$ cat src/rtl/l1_arb_pkg.sv
// Shared types for the L1 request arbiter: FSM states, source encoding and the request record.
// Optional build macro L1_ARB_RR_EN (strict round-robin) is consumed by l1_arb_pick.
package l1_arb_pkg;

    localparam int CORE_ADDR_WIDTH = 32;
    localparam int CORE_DATA_WIDTH = 32;
    localparam int CORE_BE_WIDTH   = 4;
    localparam int L1_LINE_SIZE    = 128;

    localparam logic SRC_I = 1'b0;
    localparam logic SRC_D = 1'b1;

    typedef enum logic [1:0] {
        ARB_IDLE  = 2'd0,
        ARB_ISSUE = 2'd1,
        ARB_WAIT  = 2'd2,
        ARB_RESP  = 2'd3
    } arb_state_t;

    typedef struct packed {
        logic                       src;
        logic                       nc;
        logic                       we;
        logic [CORE_ADDR_WIDTH-1:0] addr;
        logic [CORE_DATA_WIDTH-1:0] wdata;
        logic [CORE_BE_WIDTH-1:0]   be;
    } l1_req_t;

    // Instruction fetches are always cacheable line reads.
    function automatic l1_req_t make_i_req(input logic [CORE_ADDR_WIDTH-1:0] addr);
        l1_req_t r;
        r       = '0;
        r.src   = SRC_I;
        r.addr  = addr;
        return r;
    endfunction

endpackage

$ cat src/rtl/l1_arb_pick.sv
// Grant decision between L1I and L1D. Default: D priority with an I starvation counter.
// With L1_ARB_RR_EN defined: strict round-robin keyed on the last granted source.
module l1_arb_pick
    import l1_arb_pkg::*;
#(
    parameter int STARVE_MAX = 4
) (
    input  logic clk_i,
    input  logic srst_i,
    input  logic i_val_i,
    input  logic d_val_i,
    input  logic grant_en_i,
    output logic grant_src_o
);

`ifdef L1_ARB_RR_EN
    logic rr_last_q;

    always_comb begin
        if (i_val_i && d_val_i) begin
            grant_src_o = ~rr_last_q;
        end else if (d_val_i) begin
            grant_src_o = SRC_D;
        end else begin
            grant_src_o = SRC_I;
        end
    end

    always_ff @(posedge clk_i) begin
        if (srst_i) begin
            rr_last_q <= SRC_D;
        end else if (grant_en_i) begin
            rr_last_q <= grant_src_o;
        end
    end
`else
    localparam int              CW      = $clog2(STARVE_MAX + 1);
    localparam logic [CW-1:0]   CNT_MAX = CW'(STARVE_MAX);

    logic [CW-1:0] starve_cnt_q;
    logic [CW-1:0] starve_cnt_d;
    logic          i_forced;

    assign i_forced = i_val_i && (starve_cnt_q == CNT_MAX);

    always_comb begin
        grant_src_o  = (d_val_i && !i_forced) ? SRC_D : SRC_I;
        starve_cnt_d = starve_cnt_q;
        if (grant_en_i) begin
            if (grant_src_o == SRC_I) begin
                starve_cnt_d = '0;
            end else if (i_val_i && (starve_cnt_q != CNT_MAX)) begin
                starve_cnt_d = starve_cnt_q + 1'b1;
            end
        end
    end

    always_ff @(posedge clk_i) begin
        if (srst_i) begin
            starve_cnt_q <= '0;
        end else begin
            starve_cnt_q <= starve_cnt_d;
        end
    end
`endif

endmodule

$ cat src/rtl/l1_req_arb.sv
// Single-outstanding arbiter sharing the L1 memory-access path between L1I and L1D.
// Arbitration policy selected by L1_ARB_RR_EN (see l1_arb_pick).
module l1_req_arb
    import l1_arb_pkg::*;
#(
    parameter int STARVE_MAX = 4
) (
    input  logic                        wb_clk_i,
    input  logic                        wb_rst_i,
    input  logic                        l1i_req_val,
    input  logic [CORE_ADDR_WIDTH-1:0]  l1i_req_addr,
    output logic                        l1i_req_ack,
    output logic [L1_LINE_SIZE-1:0]     l1i_ack_data,
    input  logic                        l1d_req_val,
    input  logic                        l1d_req_nc,
    input  logic                        l1d_req_we,
    input  logic [CORE_ADDR_WIDTH-1:0]  l1d_req_addr,
    input  logic [CORE_DATA_WIDTH-1:0]  l1d_req_wdata,
    input  logic [CORE_BE_WIDTH-1:0]    l1d_req_be,
    output logic                        l1d_req_ack,
    output logic [L1_LINE_SIZE-1:0]     l1d_ack_data,
    output logic                        mau_req_val,
    input  logic                        mau_req_rdy,
    output logic                        mau_req_src,
    output logic                        mau_req_nc,
    output logic                        mau_req_we,
    output logic [CORE_ADDR_WIDTH-1:0]  mau_req_addr,
    output logic [CORE_DATA_WIDTH-1:0]  mau_req_wdata,
    output logic [CORE_BE_WIDTH-1:0]    mau_req_be,
    input  logic                        mau_ack,
    input  logic [L1_LINE_SIZE-1:0]     mau_ack_data
);

    arb_state_t                 state_q, state_d;
    l1_req_t                    req_q, req_d;
    logic [L1_LINE_SIZE-1:0]    line_q, line_d;
    logic                       grant_en;
    logic                       grant_src;

    assign grant_en = (state_q == ARB_IDLE) && (l1i_req_val || l1d_req_val);

    l1_arb_pick #(
        .STARVE_MAX (STARVE_MAX)
    ) u_pick (
        .clk_i       (wb_clk_i),
        .srst_i      (wb_rst_i),
        .i_val_i     (l1i_req_val),
        .d_val_i     (l1d_req_val),
        .grant_en_i  (grant_en),
        .grant_src_o (grant_src)
    );

    always_comb begin
        state_d = state_q;
        req_d   = req_q;
        line_d  = line_q;
        case (state_q)
            ARB_IDLE: begin
                if (grant_en) begin
                    if (grant_src == SRC_D) begin
                        req_d = '{src: SRC_D, nc: l1d_req_nc, we: l1d_req_we,
                                  addr: l1d_req_addr, wdata: l1d_req_wdata, be: l1d_req_be};
                    end else begin
                        req_d = make_i_req(l1i_req_addr);
                    end
                    state_d = ARB_ISSUE;
                end
            end
            ARB_ISSUE: begin
                if (mau_req_rdy) begin
                    state_d = ARB_WAIT;
                end
            end
            ARB_WAIT: begin
                if (mau_ack) begin
                    line_d  = mau_ack_data;
                    state_d = ARB_RESP;
                end
            end
            ARB_RESP: begin
                state_d = ARB_IDLE;
            end
            default: begin
                state_d = ARB_IDLE;
            end
        endcase
    end

    always_ff @(posedge wb_clk_i) begin
        if (wb_rst_i) begin
            state_q <= ARB_IDLE;
            req_q   <= '0;
            line_q  <= '0;
        end else begin
            state_q <= state_d;
            req_q   <= req_d;
            line_q  <= line_d;
        end
    end

    assign mau_req_val   = (state_q == ARB_ISSUE);
    assign mau_req_src   = req_q.src;
    assign mau_req_nc    = req_q.nc;
    assign mau_req_we    = req_q.we;
    assign mau_req_addr  = req_q.addr;
    assign mau_req_wdata = req_q.wdata;
    assign mau_req_be    = req_q.be;
    assign l1i_req_ack   = (state_q == ARB_RESP) && (req_q.src == SRC_I);
    assign l1d_req_ack   = (state_q == ARB_RESP) && (req_q.src == SRC_D);
    assign l1i_ack_data  = line_q;
    assign l1d_ack_data  = line_q;

`ifndef SYNTHESIS
    // A late ack belonging to a transfer cut off by reset is expected, not stray.
    logic aborted_q;

    always_ff @(posedge wb_clk_i) begin
        if (wb_rst_i) begin
            aborted_q <= aborted_q || (state_q == ARB_ISSUE) || (state_q == ARB_WAIT);
        end else if (mau_ack || grant_en) begin
            aborted_q <= 1'b0;
        end
    end

    always_ff @(posedge wb_clk_i) begin
        if (!wb_rst_i && !aborted_q) begin
            assert (!(mau_ack && ((state_q == ARB_IDLE) || (state_q == ARB_ISSUE))));
        end
    end
`endif

endmodule

$ cat config.mk
export PLATFORM = sky130hd
export DESIGN_NAME = l1_req_arb
export DESIGN_NICKNAME = d
export VERILOG_FILES = /design/src/rtl/l1_arb_pkg.sv /design/src/rtl/l1_arb_pick.sv /design/src/rtl/l1_req_arb.sv
export SDC_FILE = /design/constraint.sdc
export NUM_CORES = 1
export LEC_CHECK = 0
export BUFFER_PORTS_ARGS = -buffer_cell sky130_fd_sc_hd__buf_2
export CORE_AREA = 2 2 220 222
export CTS_CLUSTER_SIZE = 10
export DETAILED_ROUTE_END_ITERATION = 7
export DIE_AREA = 0 0 222 224
export GPL_TIMING_DRIVEN = 0
export MAX_ROUTING_LAYER = met4
export PLACE_DENSITY = 0.49
export SETUP_SLACK_MARGIN = 0.3
export SLEW_MARGIN = 20
export SYNTH_ARGS = -nofsm -noshare
export SYNTH_HDL_FRONTEND = slang
export SYNTH_SLANG_ARGS = --single-unit
export TNS_END_PERCENT = 100
$ cat constraint.sdc
create_clock -name wb_clk_i -period 1.6 [get_ports wb_clk_i]
set_input_delay 0.24 -clock wb_clk_i [delete_from_list [all_inputs] [get_ports wb_clk_i]]
set_output_delay 0.24 -clock wb_clk_i [all_outputs]
set_load 0.02 [all_outputs]
==> summary.md <==
| Metric | Value |
|---|---|
| Status | `finished clean` |
| Most used flip-flop cell after synthesis | `dfxtp_1` |
| Die outline height | `224 µm` |
| RSZ-0062 raised after global routing | `true` |
| Skew-Pair Late Insertion Delay | `0.53 ns` |
| Number of enable flip-flop cells after synthesis | `0` |
| ANT nets after route | `0` |
| Row count | `80` |
| Largest net degree at the start of global routing | `13` |
| Final setup vio count | `0` |
| WS Path Type | `flop to output pin` |
| Async S/R FF share, synth | `0%` |
| DR iter-0 viols | `390` |
| I/O Pins | `566` |
| First-pass GRT wire length | `around 57000 µm` |
| Slew headroom | `52.97%` |
| Via count | `10090` |
| Mapped Nets | `between 1000 and 1500` |
| Clock Tree Buf Depth | `3` |
| Chip width | `222 µm` |
| Required @ worst endpoint | `1.36 ns` |
| Yosys warning count | `0` |
| Clock buffer count from CTS | `26` |
| PortBufs | `between 500 and 600` |
| Starting Density | `17.52%` |
| Final Util | `33.25%` |
| Seq cells post-synth | `204` |
| Synth Area per Inst | `just over 8 µm²` |
| Share of the synthesized area in the top cell type | `49.23%` |
| Wire length per cell | `16.02 µm` |
| Worst-margin pin slew | `0.7055 ns` |
| Leakage | `7.536 nW` |
| Worst R2R Path Depth | `5` |
| CTS tree | `done` |
| Final net count | `~2100` |
| Number of global-route vias before repair | `~10000` |
| Max cap viols | `0` |
| Most common cell in the netlist | `nand2_1` |
| # DRC | `0` |
| Startpoint types | `flop` |
| Hold Violations, Final | `0` |
| Top post-synthesis cells by count | `nand2_1, dfxtp_1, a21oi_1` |
| Worst vdd ir | `0.7234 mV` |
| Placed wire-length estimate | `28890 µm` |
| H-tree depth | `1` |
| Die area | `0.04973 mm²` |
| Synth-to-Final Area Change | `89.77%` |
| Post-synth top area cell | `dfxtp_1` |
| Root buffer cell | `clkbuf_16` |
| Core area | `approximately 0.047 mm²` |
| Worst Setup End Kind | `output pin` |
| Clk sinks | `roughly 200` |
| Fin. max-slew vios | `0` |
| FMAX | `0.6365 GHz` |
| Place WS | `-0.9835 ns` |
| Antenna violations before repair | `1` |
| Hold path cells | `3` |
| Final critical-path required period | `1.571 ns` |
| Synth top area cells | `dfxtp_1, buf_4, nand2_1` |
| Final setup margin | `about 0.029 ns` |
| Final wirelength | `39090 µm` |
| Worst-path fanout max | `3` |
| Cells after Synth | `1001` |
| GRT overflow | `0` |
| Worst Clk Skew | `0.009224 ns` |
| Crit path arrival time | `approximately 1.3 ns` |
| Pre-antenna DRT Iters | `6` |
| GRT Total Usage | `between 10% and 20%` |
| Pwr/cell area | `1284 mW/mm²` |
| Hold Crit Class | `input pin to flop` |
| CTS clk-pin slew, worst paths | `0.06 ns` |
| Post-synthesis sequential area ratio | `49.23%` |
| Layout cells sized above 1 | `approximately 46%` |
| Tcrit/Tclk final | `98.19%` |
| Gpl congestion | `0.8238` |
| Synth cell types | `29` |
| Via/cell ratio | `4.136` |
| Synthesized cell area | `0.008295 mm²` |
[sequential cells by signal, indices dropped and copies added, names as in the netlist]
signal and flops:
mau_req_addr 32, mau_req_src 1, u_pick.starve_cnt_q 3, mau_req_we 1, l1d_ack_data 128, state_q 2
mau_req_nc 1, mau_req_be 4, mau_req_wdata 32
[worst paths after layout]
| check | start | to | slack (ns) |
|---|---|---|---|
| worst max register to register | state_q[0] | state_q[1] | 0.09 |
| worst min-delay path | l1d_req_addr[9] | mau_req_addr[9] | 0.01 |
| worst max-delay path | state_q[1] | l1d_req_ack | 0.03 |
| worst min register to register | mau_req_wdata[0] | mau_req_wdata[0] | 0.47 |
[area by class of cell]
cell class,instances,area (µm²)
clock inverter,5,52.55
timing repair buffer,785,5144
multi-input combinational,590,3078
fill,4897,31600
inverter,6,25.02
antenna,2,5.005
sequential,204,4155
clock buffer,32,724.4
buffer,201,1789
tap,615,769.5
[power breakdown]
group | total (mW) | switching, mW | internal [mW]
sequential | 6.72 | 0.700 | 6.02
clock | 5.49 | 2.19 | 3.29
combinational | 8.00 | 4.46 | 3.54
total | 20.2 | 7.35 | 12.9
[placed cells by master (no fill, tap or decap), drive strengths merged, types with 2 or more instances in the layout]
cell and count:
buf 715, nand2 260, dlygate4sd3 215, dfxtp 204, a21oi 164, clkbuf 87
o21ai 66, a22o 38, a31oi 33, ha 7, inv 6, nand4 3
clkinv 3, and2 3, nor2 3, diode 2, nand2b 2
[cells by family (layout without fill, tap and decap cells)]
| family | count (synthesis) | after routing | share of synthesized area (%) |
|---|---|---|---|
| other | 0 | 2 | 0 |
| buffers and inverters | 207 | 1029 | 15.63 |
| AOI/OAI and AO/OA | 305 | 305 | 20.78 |
| adders and majority gates | 7 | 7 | 1.056 |
| DFF | 204 | 204 | 49.23 |
| and+or+nand+nor | 278 | 278 | 13.30 |
[metrics by stage]
step / cell area [µm²] / hold slack [ns] / instances / setup TNS [ns] / power, mW
final: 15740 / 0.01471 / 2440 / 0 / 20.21
after global routing: 15740 / 0.01894 / 2439 / -0.1424 / 21.27
after CTS: 15550 / 0.001184 / 2432 / -0.01835 / 20.25
after detailed placement: 12010 / 0.4531 / 2180 / -56.56 / 13.48
after global placement: 12010 / 0.4520 / 2180 / -48.58 / 13.41
after floorplan: 8419 / 0.3726 / 1001 / 0 / 10.88
[critical path: stages, from the launching register on]
cell     delay (ns)
dfxtp_4        0.36
ha_4           0.16
and2_4         0.15
buf_6          0.12
[metal layers]
metal  up-vias  GRT usage (%)  share of wire [%]
met1      4671          16.91                 40
met2       454          26.27                 50
met3        96          3.056                6.6
met5         -              -                  0
met4         0          5.907                3.7
li1       4872              -                  -
[timing repair]
action                                  in CTS  in global routing
endpoints found under the setup margin     500                526
pin swaps                                    0                  2
hold buffers                               215                  0
setup buffers                                0                  6
resized for setup                          168                 54
endpoints found under the hold margin      198                  0
Power figures use the tool's default switching activity.
